==> src/rtl/matrix_scan_capture.sv <==
// matrix_scan_capture: oversampling receiver for the LED matrix shift interface
// that rebuilds the displayed image into a 16x16 framebuffer with frame and error counters.
module matrix_scan_capture #(
    parameter int SYNC_STAGES = 2,
    parameter int CNTWIDTH    = 8
) (
    input  logic                clk32mhz,
    input  logic                reset,
    input  logic                rclk,
    input  logic                rsdi,
    input  logic                oeb,
    input  logic                csdi,
    input  logic                cclk,
    input  logic                le,
    input  logic [3:0]          rd_row,
    output logic [15:0]         rd_data,
    output logic [3:0]          active_row,
    output logic                row_valid,
    output logic                display_on,
    output logic                frame_pulse,
    output logic [CNTWIDTH-1:0] frame_count,
    output logic [CNTWIDTH-1:0] err_count
);
    // Bit order of the sampled bundle: {rclk, rsdi, oeb, csdi, cclk, le}; oeb idles high.
    localparam logic [5:0] IDLE = 6'b001000;
    logic [5:0]  sync [SYNC_STAGES];
    logic [5:0]  dly;
    logic [5:0]  s;
    logic [5:0]  rise;
    logic [15:0] col_sr;
    logic [15:0] row_sr;
    logic [4:0]  col_bits;
    logic        commit_pend;
    logic        pend_ok;
    logic [3:0]  pend_idx;
    logic [15:0] fb [16];

    assign s    = sync[SYNC_STAGES-1];
    assign rise = s & ~dly;

    always_comb begin
        row_valid  = (row_sr != 16'd0) && ((row_sr & (row_sr - 16'd1)) == 16'd0);
        active_row = 4'd0;
        for (int i = 0; i < 16; i++)
            if (row_valid && row_sr[i]) active_row = 4'(i);
    end

    always_ff @(posedge clk32mhz) begin
        if (reset) begin
            for (int i = 0; i < SYNC_STAGES; i++) sync[i] <= IDLE;
            dly <= IDLE;
        end else begin
            sync[0] <= {rclk, rsdi, oeb, csdi, cclk, le};
            for (int i = 1; i < SYNC_STAGES; i++) sync[i] <= sync[i-1];
            dly <= s;
        end
    end

    // The row is snapshotted at le detection so a coincident rclk shift cannot
    // disturb it, while the column side is read one cycle later so a coincident
    // cclk bit is included.
    always_ff @(posedge clk32mhz) begin
        if (reset) begin
            col_sr      <= '0;
            row_sr      <= '0;
            col_bits    <= '0;
            commit_pend <= 1'b0;
            pend_ok     <= 1'b0;
            pend_idx    <= '0;
            for (int i = 0; i < 16; i++) fb[i] <= '0;
            rd_data     <= '0;
            display_on  <= 1'b0;
            frame_pulse <= 1'b0;
            frame_count <= '0;
            err_count   <= '0;
        end else begin
            display_on  <= ~s[3];
            frame_pulse <= 1'b0;
            rd_data     <= fb[rd_row];
            if (rise[1]) col_sr <= {col_sr[14:0], s[2]};
            if (commit_pend) col_bits <= '0;
            else if (rise[1] && col_bits != 5'd31) col_bits <= col_bits + 5'd1;
            if (rise[5]) row_sr <= {row_sr[14:0], s[4]};
            commit_pend <= rise[0];
            if (rise[0]) begin
                pend_ok  <= row_valid;
                pend_idx <= active_row;
            end
            if (commit_pend) begin
                if (col_bits == 5'd16 && pend_ok) begin
                    fb[pend_idx] <= col_sr;
                    if (pend_idx == 4'd15) begin
                        frame_pulse <= 1'b1;
                        frame_count <= frame_count + 1'b1;
                    end
                end else if (err_count != '1) begin
                    err_count <= err_count + 1'b1;
                end
            end
        end
    end
endmodule

==> config.mk <==
export PLATFORM = sky130hd
export DESIGN_NAME = matrix_scan_capture
export DESIGN_NICKNAME = d
export VERILOG_FILES = /design/src/rtl/matrix_scan_capture.sv
export SDC_FILE = /design/constraint.sdc
export NUM_CORES = 1
export LEC_CHECK = 0
export BUFFER_PORTS_ARGS = -buffer_cell sky130_fd_sc_hd__buf_2
export CAP_MARGIN = 10
export CORE_MARGIN = 10
export CORE_UTILIZATION = 40
export CTS_CLUSTER_SIZE = 25
export DETAILED_ROUTE_END_ITERATION = 10
export HOLD_SLACK_MARGIN = 0.1
export RECOVER_POWER = 100
export SYNTH_ARGS = -nofsm -noshare
export SYNTH_HDL_FRONTEND = slang
export SYNTH_SLANG_ARGS = --single-unit
==> constraint.sdc <==
create_clock -name clk32mhz -period 3.7 [get_ports clk32mhz]
set_clock_uncertainty 0.15 [all_clocks]
set_input_delay 0.185 -clock clk32mhz [delete_from_list [all_inputs] [get_ports clk32mhz]]
set_output_delay 0.185 -clock clk32mhz [all_outputs]
set_load 0.02 [all_outputs]
==> results.cfg <==
[sta]
rsz0062_at_grt = false
fin_crit_sh_pct = 89.0
holdWs_ns = 0.178
slew_viol_final = 22
slew_headroom_pct = -33.5
finalCriticalPeriod_ns = 3.29
tns_ns = 0
max_freq_mhz = 304
tightest_slew_ns = 2.00
final-setup-viol-count = 0
hold_viol_final = 0

[grt]
grt_antenna_before_repair = 0
grt_pass1_vias = 8721
grt_start_max_net_pins = 65
track_usage_pct = 14.6
grt-ovfl-total = 0
grt_pass1_wl_um = 52300

[power]
p_sw_share_pct = 21.4
power_frac_clock_pct = 44.1
finalPower_w = 0.00846
p_sw_w = 0.00181
p_comb_share_pct = 4.8
irDropWorstVdd_mv = 0.297
intPower_w = 0.00665
powerDensity_nw_per_um2 = 493
seq_power_share_pct = 51.2
power.leakage_nw = 5.98

[route]
drt_iter0_markers = 492
wl_um = 33700
viasPerCell = 5.10
route.detailed.wl_per_inst_um = 20.1
route.vias.total = 8536
drc = 0
dr.pass1.iters = 5
ant_nets = 0

[setup_path]
required_ns = 3.71
reg2reg_depth = 8
setup.worst_path.start = col_bits[0]$_SDFFE_PP0P_
critPathCapture = fb[3][7]$_SDFFCE_PN0P_
crit_type = flip-flop to flip-flop
cpPeakStageDelay_ns = 0.68
path_cells = inv_1, ha_1, nand4bb_1, nor4_1, nand3_1, nor3_1, buf_4, or2_1
crit_buf_inv = 2
r2r-start = col_bits[0]$_SDFFE_PP0P_
crit_arrival_ns = 3.31
reg2reg_slack_ns = 0.41
crit_family = simple AND/OR/NAND/NOR gates
worst-path-max-fanout = 17
cp_num_cells = 8
regToRegEndpoint = fb[3][7]$_SDFFCE_PN0P_
startpoint_type = flip-flop
end_kind = flip-flop
cpMaxStageDelayCell = or2_1

[die]
initial_utilization_pct = 40.4
rows = 71
die_h_um = 214
fp.dieArea_um2 = 46000
fp.dieW_um = 214
core_region_area_um2 = 37500
io_pins = 51

[hold_path]
hold_class = input port to flip-flop
min_path_cells = 3

[cts]
cts_resized = 0
cts_tree = done
postCtsSetupBuffers = 0
clkSlewWorstSetupHoldPaths_ns = 0.06
cts_root_buf = clkbuf_16
cts_sinks = 348
cts-htree-levels = 2
cts_buffers = 39
clock_latency_ns = 0.55
cts_buffer_depth = 3

[finish]
instances_no_fill = 1674
drive_gt1_share_pct = 16.1
syn2layout_area_growth_pct = 13.5
antennaDiodeCount = 0
utilization_pct = 45.8
nFillCells = 3398
nets = 1151

[yosys]
ys_seq_area_share_pct = 63.0
yosysWarnings = 0
syn_inst = 1086
syn_avg_cell_area_um2 = 13.9
ys.flop_type = edfxtp_1
synth-edff-count = 256
ys_ff_latch = 348
async_flop_share_pct = 0
synth_common_cells = and2_1 (258), edfxtp_1 (256), dfxtp_1 (92)
synth_area_um2 = 15100
ys_top_cells_by_area = edfxtp_1 (51%), dfxtp_1 (12%), mux4_2 (12%), and2_1 (11%), nand2_1 (1.9%)
yosysUniqueCellTypes = 55
syn_nets = 1103
netlist.area_leader.share_pct = 50.8
synth.most_common_cell = and2_1
yosysTopAreaCell = edfxtp_1

[place]
place_congestion = 0.807
dpl.cell_count = 1595
numPortBuffers = 50
dpl.hpwl_um = 22000

[outcome]
status = complete, but fails checks
violations = capacitance limit, slew limit

[job]
max_cap_viol_count = 1
[registers in the layout (all words and copies together) (netlist names)]
name / flops
sync: 12
fb: 256
err_count: 8
pend_idx: 4
commit_pend: 1
frame_pulse: 1
frame_count: 8
col_sr: 16
pend_ok: 1
display_on: 1
dly: 3
rd_data: 16
col_bits: 5
row_sr: 16
[cells in the final DEF, fill, tap and decap left out, drive strengths merged, types with 3 or more instances in the layout]
master,n
nor2,36
mux4,80
inv,9
nor3,17
dlygate4sd3,9
nor4,5
or3,4
nand3b,4
ha,5
and2,258
or4,3
nand2b,6
nand3,3
o2111ai,3
xor2,13
or2,18
o21ai,12
a21oi,40
nor2b,33
nand4,6
edfxtp,256
and3,3
nand2,78
clkinv,9
dfxtp,92
buf,31
clkbuf,100
mux2i,4
[routing by layer]
layer	up-vias	GRT usage, %	part of all wire (%)
met5	-	0	0
met4	0	4.02	2.0
met3	57	2.81	4.8
met2	185	23.4	47
met1	4289	19.7	46
li1	4005	-	-
[worst register-to-register path: stages (launching register included)]
cell       delay, ns
dfxtp_1         0.34
inv_1           0.07
ha_1            0.15
nand4bb_1       0.17
nor4_1          0.52
nand3_1         0.29
nor3_1          0.25
buf_4           0.27
or2_1           0.69
[kinds of logic after synthesis]
group	Yosys count	synth area share, %
mux	84	12.2
fa+ha+maj	6	0.480
xor+xnor	15	0.868
flops	348	63.0
buf+inv	84	2.17
compound gates	71	2.96
simple gates	478	18.4
[power by group through the flow]
stage          Sequential, W  Combinational, W  Clock [W]
4_1_cts              0.00433          0.000416    0.00382
6_report             0.00433          0.000402    0.00373
2_1_floorplan        0.00441          0.000259          0
3_5_place_dp         0.00441          0.000409          0
3_3_place_gp         0.00441          0.000408          0
5_1_grt              0.00434          0.000431    0.00395
[worst min-delay path by stage]
stage / start / end / slack [ns]
2_1_floorplan: oeb / sync[0][3]$_SDFF_PP1_ / 0.14
3_3_place_gp: sync[0][9]$_SDFF_PP1_ / display_on$_SDFF_PP0_ / 0.21
3_5_place_dp: oeb / sync[0][3]$_SDFF_PP1_ / 0.22
4_1_cts: rd_row[3] / rd_data[10]$_SDFF_PP0_ / 0.17
5_1_grt: rd_row[3] / rd_data[10]$_SDFF_PP0_ / 0.19
6_report: rd_row[3] / rd_data[10]$_SDFF_PP0_ / 0.18
[cell type report]
class | instances | area [um2] | area share [%]
clock buffers | 57 | 1130 | 6.56
flip-flops and latches | 348 | 9530 | 55.5
clock inverters | 13 | 106 | 0.619
inverters | 8 | 30.0 | 0.175
repair buffers | 83 | 480 | 2.80
multi-input cells | 654 | 5260 | 30.6
well taps | 511 | 639 | 3.72
[stage by stage]
| stage | worst slack [ns] | cell area, um2 |
|---|---|---|
| floorplan | 1.17 | 15100 |
| global placement | 0.836 | 15900 |
| detailed placement | 0.770 | 15900 |
| CTS | 0.509 | 17300 |
| global route | 0.205 | 17200 |
| finish | 0.407 | 17200 |
[timing repair]
| item | CTS | global route |
|---|---|---|
| hold buffers | 9 | 0 |
| endpoints found under the setup margin | 0 | 0 |
| hold endpoints to repair | 14 | 0 |
Power figures use the tool's default switching activity.
